<file path="src/rtl/hazard_scoreboard.sv">
// -----------------------------------------------------------------------------
// hazard_scoreboard
//
// Register-hazard scoreboard for an in-order pipeline. It tracks outstanding
// writes from multi-cycle units and tells the ID stage when to stall.
//
// Each tracked register has two pieces of state:
//   - a fixed-latency countdown, loaded with the issue latency and run down to 0
//   - a variable-latency flag, set on a latency-0 issue and cleared by iDone
// A single variable-latency unit is modelled, so a second variable issue is
// stalled until the unit reports completion.
//
// Ports
//   iCLK, iRST_n          clock (rising edge), asynchronous active-low reset
//   iID_Rs1/iID_Rs2       ID-stage source registers
//   iID_UseRs1/UseRs2     the ID instruction actually reads that source
//   iID_Rd                ID-stage destination register
//   iIssue, iIssue_Lat    multi-cycle issue request and its latency (0 = variable)
//   iDone, iDone_Rd       variable-latency unit writes iDone_Rd this cycle
//   iFlush                exception/pipeline flush, drops all outstanding entries
//   oStall                combinational stall request to ID
//   oPending              per-register outstanding-write vector (bit 0 always 0)
//   oUnitBusy             variable-latency unit has an operation in flight
//   oStallCount           saturating count of stalled cycles
// -----------------------------------------------------------------------------
module hazard_scoreboard #(
    parameter int NREG = 32,
    parameter int RW   = 5,
    parameter int LATW = 5,
    parameter int CNTW = 32
) (
    input  logic              iCLK,
    input  logic              iRST_n,
    input  logic [RW-1:0]     iID_Rs1,
    input  logic [RW-1:0]     iID_Rs2,
    input  logic              iID_UseRs1,
    input  logic              iID_UseRs2,
    input  logic [RW-1:0]     iID_Rd,
    input  logic              iIssue,
    input  logic [LATW-1:0]   iIssue_Lat,
    input  logic              iDone,
    input  logic [RW-1:0]     iDone_Rd,
    input  logic              iFlush,
    output logic              oStall,
    output logic [NREG-1:0]   oPending,
    output logic              oUnitBusy,
    output logic [CNTW-1:0]   oStallCount
);

    logic [LATW-1:0] cnt_r [NREG];
    logic [NREG-1:0] var_r;
    logic            busy_r;
    logic [CNTW-1:0] stallCount_r;

    logic [LATW-1:0] cntNext_s [NREG];
    logic [NREG-1:0] varNext_s;
    logic            busyNext_s;
    logic [NREG-1:0] pending_s;
    logic            stall_s;
    logic            accept_s;
    logic            acceptFix_s;
    logic            acceptVar_s;
    logic            doneValid_s;

    // Look up a pending bit; indices beyond NREG are never pending.
    function automatic logic pendingAt(input logic [NREG-1:0] vec, input logic [RW-1:0] idx);
        logic hit;
        hit = 1'b0;
        for (int k = 0; k < NREG; k++) begin
            if (int'(idx) == k) begin
                hit = vec[k];
            end else begin
                hit = hit;
            end
        end
        return hit;
    endfunction

    // Pending vector derived from countdown and variable-latency flag.
    always_comb begin
        pending_s = {NREG{1'b0}};
        for (int r = 1; r < NREG; r++) begin
            pending_s[r] = (cnt_r[r] != {LATW{1'b0}}) | var_r[r];
        end
    end

    // Stall terms: RAW on either source, WAW on the destination, and the
    // structural hazard on the single variable-latency unit. A completing
    // unit frees itself in the same cycle, so iDone lifts the structural term.
    always_comb begin
        stall_s = (iID_UseRs1 & pendingAt(pending_s, iID_Rs1))
                | (iID_UseRs2 & pendingAt(pending_s, iID_Rs2))
                | (iIssue & (iID_Rd != {RW{1'b0}}) & pendingAt(pending_s, iID_Rd))
                | (iIssue & (iIssue_Lat == {LATW{1'b0}}) & busy_r & ~iDone);
    end

    // Issue acceptance qualifiers; flush blocks acceptance but not the stall.
    always_comb begin
        accept_s    = iIssue & ~stall_s & ~iFlush;
        acceptFix_s = accept_s & (iIssue_Lat != {LATW{1'b0}});
        acceptVar_s = accept_s & (iIssue_Lat == {LATW{1'b0}});
        doneValid_s = iDone & busy_r;
    end

    // Per-register next state. Register 0 never holds state.
    always_comb begin
        for (int r = 0; r < NREG; r++) begin
            cntNext_s[r] = cnt_r[r];
            varNext_s[r] = var_r[r];
            if (r == 0) begin
                cntNext_s[r] = {LATW{1'b0}};
                varNext_s[r] = 1'b0;
            end else if (iFlush) begin
                cntNext_s[r] = {LATW{1'b0}};
                varNext_s[r] = 1'b0;
            end else begin
                if (acceptFix_s && (int'(iID_Rd) == r)) begin
                    cntNext_s[r] = iIssue_Lat;
                end else if (cnt_r[r] != {LATW{1'b0}}) begin
                    cntNext_s[r] = cnt_r[r] - {{(LATW-1){1'b0}}, 1'b1};
                end else begin
                    cntNext_s[r] = cnt_r[r];
                end
                // WAW stall keeps a same-cycle set and clear on different registers.
                if (acceptVar_s && (int'(iID_Rd) == r)) begin
                    varNext_s[r] = 1'b1;
                end else if (doneValid_s && (int'(iDone_Rd) == r)) begin
                    varNext_s[r] = 1'b0;
                end else begin
                    varNext_s[r] = var_r[r];
                end
            end
        end
    end

    // Unit busy survives a flush: the unit keeps executing until iDone.
    always_comb begin
        if (acceptVar_s) begin
            busyNext_s = 1'b1;
        end else if (iDone) begin
            busyNext_s = 1'b0;
        end else begin
            busyNext_s = busy_r;
        end
    end

    // Scoreboard state and stall counter registers.
    always_ff @(posedge iCLK or negedge iRST_n) begin
        if (!iRST_n) begin
            for (int r = 0; r < NREG; r++) begin
                cnt_r[r] <= {LATW{1'b0}};
            end
            var_r        <= {NREG{1'b0}};
            busy_r       <= 1'b0;
            stallCount_r <= {CNTW{1'b0}};
        end else begin
            for (int r = 0; r < NREG; r++) begin
                cnt_r[r] <= cntNext_s[r];
            end
            var_r  <= varNext_s;
            busy_r <= busyNext_s;
            if (stall_s && (stallCount_r != {CNTW{1'b1}})) begin
                stallCount_r <= stallCount_r + {{(CNTW-1){1'b0}}, 1'b1};
            end else begin
                stallCount_r <= stallCount_r;
            end
        end
    end

    assign oStall      = stall_s;
    assign oPending    = pending_s;
    assign oUnitBusy   = busy_r;
    assign oStallCount = stallCount_r;

endmodule

</file>
<file path="config.mk">
export PLATFORM = sky130hd
export DESIGN_NAME = hazard_scoreboard
export DESIGN_NICKNAME = d
export VERILOG_FILES = /design/src/rtl/hazard_scoreboard.sv
export SDC_FILE = /design/constraint.sdc
export NUM_CORES = 1
export LEC_CHECK = 0
export CAP_MARGIN = 0
export CORE_ASPECT_RATIO = 1.75
export CORE_MARGIN = 4
export CORE_UTILIZATION = 60
export CTS_BUF_LIST = sky130_fd_sc_hd__clkbuf_4
export CTS_CLUSTER_DIAMETER = 60
export DETAILED_ROUTE_END_ITERATION = 7
export PLACE_DENSITY = 0.92
export SLEW_MARGIN = 20
export SYNTH_ARGS = -nofsm -noshare
export SYNTH_HDL_FRONTEND = slang
export SYNTH_SLANG_ARGS = --single-unit
</file>
<file path="constraint.sdc">
create_clock -name iCLK -period 10.9 [get_ports iCLK]
set_input_delay 2.18 -clock iCLK [delete_from_list [all_inputs] [get_ports iCLK]]
set_output_delay 2.18 -clock iCLK [all_outputs]
set_load 0.005 [all_outputs]
</file>
==> impl_metrics.ini <==
[sta]
fmax_mhz = 117
min_period_ns = 8.53
rsz0062_at_grt = no
max_slew_margin = 0.216
layout_worst_path_cycle_share = 0.783
final-hold-violation-count = 0
finClkSkew_ns = 0.0590
finalHoldWorstSlack_ns = 0.493
tightest_slew_ns = 1.17
finalSetupViolCount = 0
setup_tns_ns = 0
slew_viol_final = 0

[yosys]
synth_seq_area_share = 0.393
synth_nets = 1637
post_synth_num_cell_types = 84
async_reset_ff_frac = 1.00
yosysWarnings = 0
netlist_area_mm2 = 0.0139
ys_seq_elements = 219
synth_flop_cell = dfrtp_1
synth_edf_count = 0
netlist_instances = 1568
syn_area_per_cell_um2 = 8.90

[layout]
final_core_util = 0.684
final_common_cell = dfrtp_1
nets = 1703
area_delta_synth_final_pct = 11.9
nFillCells = 1747
layout-drive-gt1-share = 0.102
final_cell_mix = dfrtp_1 (219), nor2_1 (142), nand2_1 (130), inv_1 (104), clkdlybuf4s50_1 (94)

[clock_tree]
postCtsSetupBuffers = 0
cts_root_buf = clkbuf_4
cts_resized = 0
clock_sinks = 219
htree_levels = 2
clk_pin_slew_worst_paths_ns = 0.08
ctsHoldBuffers = 0
cts_buffers = 51
clkLatencyLatePin_ns = 0.72
max-clock-path-buffers = 3
cts_tree = done

[pwr]
p_per_area_mw_per_mm2 = 272
leakage_nw = 6.49
total_power_mw = 4.25
ir_drop_mv = 0.153

[floorplan]
fp.dieW_um = 123
core.rowCount = 73
fp.dieH_um = 210
num_io_pins = 98
start_util = 0.611
core-area_mm2 = 0.0228
die-area_mm2 = 0.0258

[critical_path]
slowest_delay_ns = 0.95
cp_top_family = buffers and inverters
start_kind = primary input
cp.required_ns = 8.72
crit_path_cell_trace = clkdlybuf4s50_1 > inv_1 > o41ai_1 > o22ai_1 > a2111oi_0 > a211oi_1 > o2111ai_2 > o21a_1 > and2_1 > buf_4 > inv_1 > clkdlybuf4s50_1
crit_buf_inv = 5
path_class = primary input to output port
crit_arrival_ns = 6.35
crit_slowest_cell = clkdlybuf4s50_1
critPathCaptureType = output port
worst-path-max-fanout = 39

[place]
portBuffers = 96
gp_congestion = 1.06
hpwlAfterDp_mm = 32.3

[route]
drt-pass1-iter-count = 6
wl_per_cell_um = 23.3
wirelength_mm = 46.0
postRouteAntennaNets = 0
dr_total_vias = 13300
drc = 0
via_per_inst = 6.73
drt_iter0_markers = 1369

[outcome]
status = complete, no violations

[global_routing]
grt_usage = 0.359
grt_max_degree = 96
overflow = 0
grt_pass1_vias = 13500
grt_pass1_wl_mm = 72.4
grt_antenna_before_repair = 1

[min_path]
min_path_type = flop to flop

[job]
drv_cap = 0
## per-layer routing
| layer | share of wire | global-route usage | wire length (um) | up-vias |
|---|---|---|---|---|
| met5 | 0 | 0 | 0 | - |
| met2 | 0.49 | 0.594 | 22600 | 750 |
| met1 | 0.35 | 0.410 | 16000 | 6421 |
| met3 | 0.080 | 0.0658 | 3680 | 233 |
| li1 | - | - | - | 5866 |
| met4 | 0.080 | 0.258 | 3690 | 0 |
## worst reg2reg max path, cell delays in order (launching register included)
cell and delay, ns:
dfrtp_1 0.38, inv_1 0.12, ha_1 0.18, nor4b_2 0.61, nor2b_1 0.57, o311ai_1 0.17, a2111oi_0 0.44, a211oi_1 0.18
o2111ai_2 0.32, o211ai_2 0.31, nor2_4 0.77, buf_4 0.46, nand2_2 0.42, o31ai_1 0.43
## logic make-up after synthesis
family | synth area share
AOI/OAI and AO/OA | 0.168
DFF | 0.393
muxes | 0.0437
other | 0.000269
and+or+nand+nor | 0.233
xor gates and xnor gates | 0.0684
buffers and inverters | 0.0597
adders and majority gates | 0.0332
## where the power goes
part           switching, mW  internal [mW]
registers              0.231           1.05
clock network          0.342          0.312
logic                   1.29           1.03
total                   1.86           2.39
## sequential cells by signal, summed over array words and instances (netlist names)
name         cells
cnt_r          155
oStallCount     32
oUnitBusy        1
var_r           31
## synth_stat cells (34+ instances only)
| master | n | share of area |
|---|---|---|
| o31ai_1 | 34 | 0.018 |
| inv_1 | 105 | 0.028 |
| ha_1 | 37 | 0.033 |
| nand2_1 | 132 | 0.036 |
| xnor2_1 | 80 | 0.050 |
| o21ai_0 | 49 | 0.018 |
| nor2_1 | 142 | 0.038 |
| o211ai_1 | 46 | 0.025 |
| nand3_1 | 58 | 0.021 |
| a21oi_1 | 47 | 0.017 |
| nor3_1 | 93 | 0.033 |
| o32ai_1 | 41 | 0.026 |
| clkbuf_1 | 74 | 0.020 |
| dfrtp_1 | 219 | 0.39 |
## per-stage QoR
| stage | std cells | area [um^2] | setup WS (ns) |
|---|---|---|---|
| after detailed placement | 1881 | 15000 | 2.57 |
| after global placement | 1881 | 15000 | 2.62 |
| after CTS | 1971 | 15600 | 2.48 |
| final | 1972 | 15600 | 2.37 |
| after global routing | 1972 | 15600 | 2.15 |
| after floorplan | 1568 | 13900 | 4.33 |
## final cells by class
type                    count  area (um^2)  area share
diodes                      1         2.50    0.000160
clock buffers              74          556      0.0356
clock inverters            16         65.1     0.00417
inverters                 107          402      0.0257
multi-input cells        1143         7640       0.490
flip-flops and latches    219         5480       0.351
well taps                 300          375      0.0240
repair buffers            112         1080      0.0694
## path summary, 6_finish.rpt
check                              to  slack [ns]       start  depth (start not counted)
hold / removal             cnt_r[124]        0.49  cnt_r[124]                          2
max in group asynchronous   cnt_r[90]        7.30      iRST_n                          3
setup reg to reg            cnt_r[19]        5.43  cnt_r[130]                         13
min in group asynchronous  cnt_r[134]        1.50      iRST_n                          1
setup / recovery               oStall        2.37  iID_Rs2[1]                         12
hold reg to reg            cnt_r[124]        0.49  cnt_r[124]                          2
Power figures use the tool's default switching activity.
